**config.mk**
```make
export PLATFORM = sky130hd
export DESIGN_NAME = am_demod
export DESIGN_NICKNAME = d
export VERILOG_FILES = /design/src/rtl/am_pkg.sv /design/src/rtl/am_rectify.sv /design/src/rtl/am_demod.sv
export SDC_FILE = /design/constraint.sdc
export NUM_CORES = 1
export LEC_CHECK = 0
export CAP_MARGIN = 40
export CORE_MARGIN = 2
export CORE_UTILIZATION = 50
export CTS_CLUSTER_SIZE = 20
export DETAILED_ROUTE_END_ITERATION = 10
export PLACE_DENSITY = 0.71
export SYNTH_ARGS = -nofsm -noshare
export SYNTH_HDL_FRONTEND = slang
export SYNTH_HIERARCHICAL = 1
export SYNTH_SLANG_ARGS = --single-unit
```
**constraint.sdc**
```tcl
create_clock -name clk -period 4.57 [get_ports clk]
set_clock_uncertainty 0.1 [all_clocks]
set_input_delay 0.914 -clock clk [delete_from_list [all_inputs] [get_ports clk]]
set_output_delay 0.914 -clock clk [all_outputs]
set_load 0.005 [all_outputs]
```
**src/rtl/am_pkg.sv**
```systemverilog
// Shared AM datapath constants and demodulator state type.
// Sample and envelope widths are common to the modulator and demodulator sides.
package am_pkg;
  localparam int AM_W  = 16;
  localparam int ENV_W = 8;

  typedef enum logic {
    WARMUP = 1'b0,
    RUN    = 1'b1
  } am_state_e;
endpackage

```
**src/rtl/am_rectify.sv**
```systemverilog
// Registered full-wave rectifier: signed sample in, unsigned magnitude out one cycle later.
// -32768 maps to 32768, which still fits the unsigned output.
module am_rectify
  import am_pkg::*;
(
  input  logic                   clk,
  input  logic                   rst_n,
  input  logic signed [AM_W-1:0] sample_i,
  output logic        [AM_W-1:0] abs_o
);

  logic [AM_W-1:0] raw;
  logic [AM_W-1:0] abs_d;
  logic [AM_W-1:0] abs_q;

  assign raw = sample_i;

  always_comb begin
    abs_d = raw;
    if (raw[AM_W-1]) begin
      abs_d = ~raw + AM_W'(1);
    end
  end

  always_ff @(posedge clk or negedge rst_n) begin
    if (!rst_n) begin
      abs_q <= '0;
    end else begin
      abs_q <= abs_d;
    end
  end

  assign abs_o = abs_q;

endmodule

```
**src/rtl/am_demod.sv**
```systemverilog
// AM envelope demodulator: rectify, integrate over 2^LOG2_N samples, emit envelope and peak.
//   state  | meaning
//   WARMUP | first window after reset; closes silently (holds the reset-zero sample)
//   RUN    | every window close publishes env_out/peak_out with a one-cycle env_valid
module am_demod
  import am_pkg::*;
#(
  parameter int LOG2_N    = 5,
  parameter int OUT_SHIFT = 7
) (
  input  logic                    clk,
  input  logic                    rst_n,
  input  logic signed [AM_W-1:0]  am_in,
  output logic        [ENV_W-1:0] env_out,
  output logic        [AM_W-1:0]  peak_out,
  output logic                    env_valid
);

  localparam int ACC_W = AM_W + LOG2_N;
  localparam int SHIFT = LOG2_N + OUT_SHIFT;

  logic [AM_W-1:0]   abs_r;
  logic [ACC_W-1:0]  acc_q, acc_d;
  logic [AM_W-1:0]   pk_q, pk_d;
  logic [LOG2_N-1:0] cnt_q, cnt_d;
  am_state_e         state_q, state_d;
  logic [ENV_W-1:0]  env_q, env_d;
  logic [AM_W-1:0]   peak_q, peak_d;
  logic              valid_q, valid_d;

  logic [ACC_W-1:0]  sum;
  logic [ACC_W-1:0]  scaled;
  logic [ENV_W-1:0]  env_sat;
  logic [AM_W-1:0]   pk_max;
  logic              win_close;

  am_rectify u_rectify (
    .clk      (clk),
    .rst_n    (rst_n),
    .sample_i (am_in),
    .abs_o    (abs_r)
  );

  // The closing sample is folded into the window it closes, never into the next one.
  assign sum       = acc_q + ACC_W'(abs_r);
  assign scaled    = sum >> SHIFT;
  assign env_sat   = (scaled > ACC_W'((1 << ENV_W) - 1)) ? {ENV_W{1'b1}} : scaled[ENV_W-1:0];
  assign pk_max    = (abs_r > pk_q) ? abs_r : pk_q;
  assign win_close = &cnt_q;

  always_comb begin
    acc_d   = sum;
    pk_d    = pk_max;
    cnt_d   = cnt_q + LOG2_N'(1);
    state_d = state_q;
    env_d   = env_q;
    peak_d  = peak_q;
    valid_d = 1'b0;
    if (win_close) begin
      acc_d = '0;
      pk_d  = '0;
      case (state_q)
        WARMUP: state_d = RUN;
        RUN: begin
          env_d   = env_sat;
          peak_d  = pk_max;
          valid_d = 1'b1;
        end
        default: state_d = WARMUP;
      endcase
    end
  end

  always_ff @(posedge clk or negedge rst_n) begin
    if (!rst_n) begin
      acc_q   <= '0;
      pk_q    <= '0;
      cnt_q   <= '0;
      state_q <= WARMUP;
      env_q   <= '0;
      peak_q  <= '0;
      valid_q <= 1'b0;
    end else begin
      acc_q   <= acc_d;
      pk_q    <= pk_d;
      cnt_q   <= cnt_d;
      state_q <= state_d;
      env_q   <= env_d;
      peak_q  <= peak_d;
      valid_q <= valid_d;
    end
  end

  assign env_out   = env_q;
  assign peak_out  = peak_q;
  assign env_valid = valid_q;

endmodule
```
-- Word level (Yosys, flattened, before mapping)
Index checks and enable logic that the tools add are counted.
W data, S select, Z words.
- word-level logic and storage cells: 23
- input port bits: 18
- bits in registers: 84
- order comparisons: 2
- muxes and demuxes: 7
- reductions and logical operators: 2
- $add $sub $neg: 3
- bitwise logic cells: 1
- operator list (operator ; count):
    $mux W16 ; 3
    $add A21 B16 Y21 ; 1
    $mux W21 ; 1
    $add A16 B1 Y16 const B ; 1
    $gt A16 B16 Y1 ; 1
    $not A16 Y16 ; 1
    $gt A9 B8 Y1 const B ; 1
    $mux W8 ; 1
    $reduce_and A6 Y1 ; 1
    $add A5 B1 Y5 const B ; 1
    $reduce_and A5 Y1 ; 1
    $mux W1 ; 2

-- Depth between registers and ports, before layout
Gate-level depths: netlist of the first run.
- word-level depth: 3
- depth in mapped cells: 11

-- Modules after synthesis
The synthesis of the first run kept the hierarchy.
- by module, submodules not included (module ; sequential area each (um2) ; area each (um2) ; instances ; cells an instance):
    am_demod ; 1701.6 ; 3623.5 ; 1 ; 361
    am_rectify ; 400.4 ; 758.2 ; 1 ; 63

-- Least setup slack after synthesis of the first run
OpenSTA, ideal clock, no wires.
- kind: register -> register
- from: register u_rectify.abs_q[0], in the netlist u_rectify/abs_o[0]
- to: register env_q[0], in the netlist env_out[0]
- slack: 2208 ps
- required time: 4332 ps
- cell stages (with the launch flop): 10
- setup time: 138 ps
- arrival time: 2123 ps
- path through: dfrtp_1 -> ha_1 -> fa_1 -> a21o_1 -> nand4_1 -> a21oi_1 -> or2_2 -> a31oi_1 -> xor2_1 -> a31oi_1
- cells in the longest elaborated chain, start to end: 3
- ends and longest elaborated chain (item ; line ; RTL):
    start: declaration ; am_rectify.sv:14 ; logic [AM_W-1:0] abs_q;
    start signal: assignment ; am_rectify.sv:29 ; abs_q <= abs_d;
    $add A21 B16 Y21 * ; am_demod.sv:45 ; assign sum = acc_q + ACC_W'(abs_r);
    $gt A9 B8 Y1 ; am_demod.sv:47 ; assign env_sat = (scaled > ACC_W'((1 << ENV_W) - 1)) ? {ENV_W{1'b1}} : scaled[ENV_W-1:0];
    $mux W8 * ; am_demod.sv:47 ;
    end signal: assignment ; am_demod.sv:88 ; env_q <= env_d;
    end: declaration ; am_demod.sv:27 ; logic [ENV_W-1:0] env_q, env_d;
Mark *: on every way between the ends. The rest lies on a longest branch, timed or not.
A chain may end at the register's enable or synchronous reset.

-- Worst setup path after layout of the first run
- from: register u_rectify.abs_q[1], in the netlist u_rectify/abs_o[1]
- to: register peak_q[0], in the netlist peak_out[0]
- cells in the longest elaborated chain, start to end: 2
- ends and longest elaborated chain (item ; line ; RTL):
    $gt A16 B16 Y1 ; am_demod.sv:48 ; assign pk_max = (abs_r > pk_q) ? abs_r : pk_q;
    $mux W16 ; am_demod.sv:48 ;
    end signal: assignment ; am_demod.sv:89 ; peak_q <= peak_d;
    end: declaration ; am_demod.sv:28 ; logic [AM_W-1:0] peak_q, peak_d;
No other way between the ends.

==> out/metrics.cfg, run 1 <==
[cts]
h-tree-depth = 3
clkSinkCount = 84
cts_resized = 0
numCtsBuffers = 9
clkSlewWorstSetupHoldPaths_ns = 0.09
clk_latency_ns = 0.36
cts_setup_buffers = 0
tritoncts = done
hold_buffers = 0
cts_buffer_depth = 2
cts-root-buf = clkbuf_8

[yosys]
yosysWarningCount = 6
synthArstFlopShare = 1.00
synth_enable_flop_cells = 0
yosys_most_used_dff = dfrtp_1
ys_seq_area_frac = 0.480
synth_nets = 478
synth_cells = 424
synth_area_per_cell_um2 = 10.3
netlist_area_um2 = 4380
synth_seq_cells = 84
ys_types = 45

[die]
pin_count = 43
die_w_um = 97.6
coreArea_um2 = 8590
start_util = 0.510
die_h_um = 97.6
dieArea_um2 = 9530
rows = 34

[place]
dp_hpwl_um = 6360
portBuffers = 42
gp_congestion = 0.813
dpl.cell_count = 560

[timing]
final.period_utilization = 0.604
hold_viol = 0
slew_viol_final = 0
slew_headroom = 0.631
worstMarginPinSlew_ns = 0.552
setup-violations-final = 0
rsz0062_at_grt = false
fin_crit_ns = 2.76
fmax_mhz = 362
holdWs_ns = 0.355
finalSetupTns_ns = 0

[worst_setup_path]
r2r-start = u_rectify/abs_o[1]
cp.required_ns = 4.71
worstSetupEndpoint = peak_out[0]
crit_type = flop to flop
crit_path_end_kind = flop
r2r_cells = 9
ff2ff_setup_slack_ns = 1.81
cp-start-kind = flop
slowest_delay_ns = 0.52
crit_start = u_rectify/abs_o[1]
cp_max_fo = 10
cp_cell_sequence = ha_1 -> nor2b_1 -> o21a_1 -> o21ai_1 -> a2111oi_2 -> o31a_1 -> buf_8 -> mux2i_1 -> o21ai_0
slowest_stage = o31a_1
crit_arrival_ns = 2.90
reg2reg_to = peak_out[0]

[cells_and_area]
final_cells = 576
final_layout_size_suffix_gt1_frac = 0.0705
layout_common_cells = dfrtp_1, nor2_1, clkdlybuf4s50_1, ha_1, nand2_1
finalCoreUtilization = 0.592
fin_nets = 517
layout_commonest_cell = dfrtp_1
syn2layout_area_growth_pct = 16.2
antenna_cells = 0

[global_route]
track_usage = 0.193
grt_antenna_before_repair = 0
grt_max_degree = 55
grt_pass1_wl_um = 14800
grt_pass1_vias = 3126
grt_overflow = 0

[power]
leakagePower_nw = 2.36
p_per_area_nw_per_um2 = 553
ir_drop_uv = 214

[drt]
wirelength_um = 8650
dr.pass1.iters = 4
vias = 3114
vias_per_cell = 5.41
first_iter_violations = 125
wl_per_cell_um = 15.0
drc_errors = 0
final_antenna_net_count = 0

[run_status]
status = finished clean

[job]
cap_violations = 0

[min_path]
hold_class = flop to flop

[cells by family after synthesis]
logic type | share of synthesized area
xor+xnor | 0.0677
simple gates | 0.125
compound gates | 0.143
mux | 0.0388
flops | 0.480
buf+inv | 0.0408
fa+ha+maj | 0.105
[where the power goes]
group | total (mW) | switching (mW) | internal (mW)
sequential | 1.02 | 0.0984 | 0.926
combinational | 1.27 | 0.716 | 0.556
clock | 0.521 | 0.268 | 0.253
[Yosys cell counts (2+ instances only)]
cell      count  area, um2
or3_1         3       18.8
o21ai_0      16       80.1
a211oi_1      2       15.0
nor3b_1       3       22.5
ha_1         35        438
mux2i_1      17        170
or4_1         3       22.5
inv_1        23       86.3
or2_2         4       25.0
clkbuf_1     14       52.6
o31ai_1       6       45.0
o41ai_2       4       65.1
o211ai_1      3       22.5
nand3_1       6       30.0
xor2_1       10       87.6
a31oi_1      10       62.6
dfrtp_1      84       2100
o21ai_1      11       55.1
xnor2_1      22        193
nand4_1       6       37.5
o41ai_1       2       17.5
nor2_1       49        184
a21o_1       14        105
and3_1        4       25.0
and2_1        2       12.5
nand2_1      30        113
nor2b_1       3       18.8
a21oi_1      21        105
[final cells by class]
cell class / count / area [um2]
clock buffer: 10 / 128
clock inverter: 6 / 63.8
fill: 729 / 3500
inverter: 23 / 86.3
multi-input combinational: 299 / 2100
sequential: 84 / 2100
tap: 108 / 135
timing repair buffer: 46 / 475
[state kept, by name, indices dropped and copies added, names as in the netlist]
name,flops
state_q,1
env_valid,1
cnt_q,5
env_out,8
pk_q,16
u_rectify/abs_o,16
acc_q,21
peak_out,16
[per-stage QoR]
step	setup slack (ns)	instance area [um2]	power, mW
global placement	1.62	4860	2.23
CTS	1.81	5090	2.83
global route	1.58	5090	3.05
finish	1.81	5090	2.82
floorplan	2.21	4380	2.05
detailed placement	1.67	4900	2.30
[worst min path at each step]
stage	startpoint	to	slack (ns)	cells after the start
final	cnt_q[0]	cnt_q[0]	0.35	1
after CTS	cnt_q[0]	cnt_q[0]	0.36	1
after detailed placement	cnt_q[0]	cnt_q[0]	0.35	1
after floorplan	cnt_q[0]	cnt_q[0]	0.32	1
after global routing	rst_n	u_rectify/abs_o[5]	0.40	1
after global placement	cnt_q[0]	cnt_q[0]	0.34	1
[metal layers]
metal,wire (um),vias to the layer above,global-route usage
met3,256,10,0.0410
met2,4180,45,0.315
met5,0,-,0
li1,-,1555,-
met1,4150,1504,0.261
met4,65,0,0.0598
[critical path, delay by kind of cell (launching register included)]
kind	cells	cell delay (ns)
compound gates	5	1.19
mux	1	0.25
flops	1	0.44
fa+ha+maj	1	0.31
simple gates	1	0.12
buf+inv	1	0.23
No activity file was read; power rests on OpenSTA's default activity.
==> run 2: changes to the inputs <==
==> constraint.sdc (replaced) <==
create_clock -name clk -period 2.7 [get_ports clk]
set_clock_uncertainty 0.1 [all_clocks]
set_input_delay 0.54 -clock clk [delete_from_list [all_inputs] [get_ports clk]]
set_output_delay 0.54 -clock clk [all_outputs]
set_load 0.005 [all_outputs]
==> out/metrics.cfg, run 2 (synthesis results as in run 1) <==
[cts]
numCtsBuffers = 9  ; unchanged
tritoncts = done
clkSlewWorstSetupHoldPaths_ns = 0.09  ; about the same
hold_buffers = 0  ; unchanged
clkSinkCount = 84  ; unchanged
h-tree-depth = 3  ; unchanged
cts-root-buf = clkbuf_8
cts_buffer_depth = 2  ; unchanged
clk_latency_ns = 0.35  ; about the same

[global_route]
grt_overflow = 0  ; unchanged
use_met1 = 0.266  ; +0.00520
grt_pass1_vias = 3134  ; +0.26%
use_met3 = 0.0338  ; -0.00719
grt_pass1_wl_um = 15100  ; +2.3%
grt_busiest_layer = met2
grt_max_degree = 37  ; -33%
track_usage = 0.199  ; +0.00569
met2_usage = 0.324  ; +0.00902
grt_antenna_before_repair = 0  ; unchanged

[cells_and_area]
layout_commonest_cell = dfrtp_1
fillers = 724  ; -0.69%
fin_area_um2 = 5150  ; +1.1%
fin_nets = 523  ; +1.2%
antenna_cells = 0  ; unchanged
layout_common_cells = dfrtp_1, nor2_1, clkdlybuf4s50_1, ha_1, nand2_1
multi_input_area_um2 = 2110  ; +0.60%
top_register = acc_q
final_cells = 581  ; +0.87%
syn2layout_area_growth_pct = 17.5
final_layout_size_suffix_gt1_frac = 0.0867  ; +0.0162
finalCoreUtilization = 0.599  ; +0.00655
regArea_um2 = 2100  ; unchanged
largest_reg_flops = 21  ; unchanged

[worst_setup_path]
crit_type = flop to flop
cp-start-kind = flop
r2r_cells = 9  ; unchanged
reg2reg_to = env_out[0]
r2r-start = u_rectify/abs_o[0]
cp.required_ns = 2.82  ; -1.89 ns
crit_path_end_kind = flop
crit_arrival_ns = 2.66  ; -0.24 ns
cp_max_fo = 4  ; -6
ff2ff_setup_slack_ns = 0.17  ; -1.64 ns

[timing]
worstMarginPinSlew_ns = 0.538  ; -0.0134 ns
setup-violations-final = 0  ; unchanged
fin_crit_ns = 2.53  ; -0.225 ns
fmax_mhz = 395  ; +8.9%
setup_slack_ns = 0.166  ; -1.64 ns
final.period_utilization = 0.938  ; +0.335
slew_headroom = 0.640  ; +0.00896
finalSetupTns_ns = 0  ; unchanged
slew_viol_final = 0  ; unchanged
hold_viol = 0  ; unchanged

[power]
ir_drop_uv = 348  ; +63%
p_per_area_nw_per_um2 = 958  ; +73%
leakagePower_nw = 2.39  ; +1.3%

[job]
cap_violations = 0  ; unchanged

[die]
die_w_um = 97.6  ; unchanged
coreArea_um2 = 8590  ; unchanged
start_util = 0.510  ; unchanged
rows = 34  ; unchanged
pin_count = 43  ; unchanged
die_h_um = 97.6  ; unchanged
dieArea_um2 = 9530  ; unchanged

[place]
portBuffers = 42  ; unchanged
place_ws_ns = 0.129  ; -1.54 ns
gp_congestion = 0.864  ; +6.2%
dpl.cell_count = 565  ; +0.89%
postPlaceCellArea_um2 = 4920  ; +0.46%
dp_hpwl_um = 6470  ; +1.7%

[drt]
wl_per_cell_um = 15.2  ; +1.2%
vias = 3137  ; +0.74%
wirelength_um = 8830  ; +2.1%
vias_per_cell = 5.40  ; -0.13%
drc_errors = 0  ; unchanged
dr.pass1.iters = 4  ; unchanged
final_antenna_net_count = 0  ; unchanged
first_iter_violations = 127  ; +1.6%

[min_path]
hold_class = primary input to asynchronous set/reset pin

[run_status]
status = finished clean

## run 2: area by class of cell
cell class	count	share of cell area
Clock inverter	5	0.0151
Multi-Input combinational cell	299	0.411
Inverter	23	0.0168
Timing Repair Buffer	52	0.0982
Tap cell	108	0.0263
Clock buffer	10	0.0248
Sequential cell	84	0.408
## run 2: how the worst max path moves through the flow
stage                        endpoint  cells past startpoint                from
after global placement     env_out[2]                      9  u_rectify/abs_o[0]
final                      env_out[0]                      9  u_rectify/abs_o[0]
after global routing      peak_out[4]                      9  u_rectify/abs_o[1]
after floorplan            env_out[0]                      9  u_rectify/abs_o[0]
after detailed placement   env_out[2]                      9  u_rectify/abs_o[0]
after CTS                  env_out[2]                      9  u_rectify/abs_o[0]
## run 2: metal layers
| metal | vias to the layer above | wire length, um | part of all wire |
|---|---|---|---|
| li1 | 1574 | - | - |
| met1 | 1485 | 4140 | 0.47 |
| met2 | 62 | 4230 | 0.48 |
| met3 | 16 | 258 | 0.029 |
| met4 | 0 | 209 | 0.024 |
| met5 | - | 0 | 0 |
## run 2: timing repair
item / CTS / global route
gates resized for setup: 0 / 3
setup endpoints to repair: 0 / 9
setup buffers: 0 / 1
## run 2: critical path: stages (launching register included)
cell,delay (ns)
dfrtp_1,0.40
ha_2,0.21
fa_1,0.41
a21o_1,0.22
nand4_1,0.11
a21oi_1,0.09
or2_2,0.33
a31oi_2,0.22
xor2_1,0.20
a31oi_1,0.10
## run 2: through the flow
stage               power [mW]  hold WS (ns)
floorplan                 3.46         0.144
global placement          3.86         0.340
detailed placement        3.93         0.354
CTS                       4.92        0.0471
global route              5.34        0.0623
finish                    4.93        0.0395
## run 2: power breakdown
part	switching [mW]	internal, mW
Sequential	0.168	1.57
Combinational	1.26	0.981
Clock	0.439	0.513
Total	1.87	3.06
==> run 3: changes to the inputs <==
--- a/config.mk
+++ b/config.mk
@@ -8,9 +8,11 @@
 export CAP_MARGIN = 40
 export CORE_MARGIN = 2
 export CORE_UTILIZATION = 50
+export CTS_BUF_LIST = sky130_fd_sc_hd__clkbuf_4
 export CTS_CLUSTER_SIZE = 20
 export DETAILED_ROUTE_END_ITERATION = 10
 export PLACE_DENSITY = 0.71
+export RECOVER_POWER = 50
 export SYNTH_ARGS = -nofsm -noshare
 export SYNTH_HDL_FRONTEND = slang
 export SYNTH_HIERARCHICAL = 1
==> out/metrics.cfg, run 3 (synthesis results as in run 1) <==
[drt]
dr.pass1.iters = 4  ; unchanged
drc_errors = 0  ; unchanged
final_antenna_net_count = 0  ; unchanged
wirelength_um = 8670  ; -1.9%
first_iter_violations = 129  ; +1.6%
vias = 3145  ; +0.26%
wl_per_cell_um = 14.9  ; -2.2%
vias_per_cell = 5.39  ; about the same

[cells_and_area]
layout_commonest_cell = dfrtp_1
fin_area_um2 = 5090  ; -1.1%
top_register = acc_q
antenna_cells = 0  ; unchanged
fin_nets = 525  ; +0.38%
largest_reg_flops = 21  ; unchanged
syn2layout_area_growth_pct = 16.1
final_layout_size_suffix_gt1_frac = 0.0863  ; -0.000365
layout_common_cells = dfrtp_1, nor2_1, clkdlybuf4s50_1, ha_1, nand2_1

[die]
die_w_um = 97.6  ; unchanged
rows = 34  ; unchanged
pin_count = 43  ; unchanged
dieArea_um2 = 9530  ; unchanged
die_h_um = 97.6  ; unchanged
start_util = 0.510  ; unchanged
coreArea_um2 = 8590  ; unchanged

[place]
postPlaceCellArea_um2 = 4920  ; unchanged
dp_hpwl_um = 6470  ; unchanged
portBuffers = 42  ; unchanged
gp_congestion = 0.864  ; unchanged

[power]
ir_drop_uv = 363  ; +4.1%
p_per_area_nw_per_um2 = 935  ; -2.4%
total_power_mw = 4.76  ; -3.5%
leakagePower_nw = 2.37  ; -0.78%

[timing]
hold_viol = 0  ; unchanged
worstMarginPinSlew_ns = 0.862  ; +0.324 ns
slew_viol_final = 0  ; unchanged
setup-violations-final = 0  ; unchanged
rsz0062_at_grt = true
holdWs_ns = 0.366  ; +0.327 ns
fmax_mhz = 388  ; -1.8%
final.period_utilization = 0.955  ; +0.0168
slew_headroom = 0.425  ; -0.215
finalSetupTns_ns = 0  ; unchanged
fin_crit_ns = 2.58  ; +0.0453 ns

[cts]
tritoncts = done
h-tree-depth = 3  ; unchanged
clkSinkCount = 84  ; unchanged
clkSlewWorstSetupHoldPaths_ns = 0.13  ; +0.04 ns
clk_latency_ns = 0.45  ; +0.10 ns
cts_buffer_depth = 2  ; unchanged
cts-root-buf = clkbuf_4
numCtsBuffers = 9  ; unchanged

[global_route]
grt_antenna_before_repair = 0  ; unchanged
track_usage = 0.196  ; -0.00277
grt_overflow = 0  ; unchanged
grt_max_degree = 37  ; unchanged
grt_pass1_wl_um = 14900  ; -1.3%
grt_pass1_vias = 3117  ; -0.54%

[min_path]
hold_class = flop to flop
hp-start = cnt_q[0]

[worst_setup_path]
cp.required_ns = 2.93  ; +0.11 ns
r2r-start = u_rectify/abs_o[0]
crit_path_end_kind = flop
cp_max_fo = 4  ; unchanged
cp-start-kind = flop
crit_start = u_rectify/abs_o[0]
crit_type = flop to flop
crit_arrival_ns = 2.81  ; +0.15 ns

[run_status]
status = finished clean

[job]
cap_violations = 0  ; unchanged

-- run 3: final cells by class --
| class | instances | area, um2 |
|---|---|---|
| clock inverter | 5 | 77.6 |
| timing repair buffer | 54 | 502 |
| sequential | 84 | 2100 |
| multi-input combinational | 299 | 2110 |
| tap | 108 | 135 |
| clock buffer | 10 | 75.1 |
| inverter | 23 | 86.3 |
| fill | 738 | 3500 |
-- run 3: worst max-delay path: stages (launching register included) --
cell     delay (ns)
dfrtp_1        0.42
ha_1           0.26
fa_1           0.43
a21o_1         0.22
nand4_1        0.11
a21oi_1        0.09
or2_2          0.33
a31oi_1        0.21
xor2_1         0.20
a31oi_1        0.10
-- run 3: routing by layer --
layer,routed length [um],share of wire,track usage
met5,0,0,0
met4,142,0.016,0.0588
met2,4230,0.49,0.324
met3,304,0.035,0.0417
met1,3990,0.46,0.261
-- run 3: final timing paths --
kind                       cells after the start            endpoint  slack [ns]
hold / removal                                 1            cnt_q[0]        0.37
setup / recovery                               9          env_out[2]        0.12
min in group asynchronous                      2  u_rectify/abs_o[9]        0.63
setup reg to reg                               9          env_out[2]        0.12
hold reg to reg                                1            cnt_q[0]        0.37
max in group asynchronous                      3            cnt_q[0]        0.57
-- run 3: what timing repair did --
action | CTS | global route
hold buffers | 1 | 0
resized for setup | 0 | 2
setup buffers | 0 | 2
hold endpoints to repair | 34 | 0
endpoints found under the setup margin | 0 | 10
-- run 3: stage by stage --
step,utilization,setup slack [ns],cells
final,0.592,0.121,583
after global routing,0.592,-0.0175,583
after CTS,0.592,0.0967,581
after detailed placement,0.573,0.129,565
after global placement,0.573,0.193,565
after floorplan,-,0.338,424
-- run 3: power by group --
group / switching [mW] / leakage (nW) / internal [mW]
combinational: 1.24 / 1.24 / 0.978
sequential: 0.166 / 1.05 / 1.57
clock: 0.429 / 0.0822 / 0.378
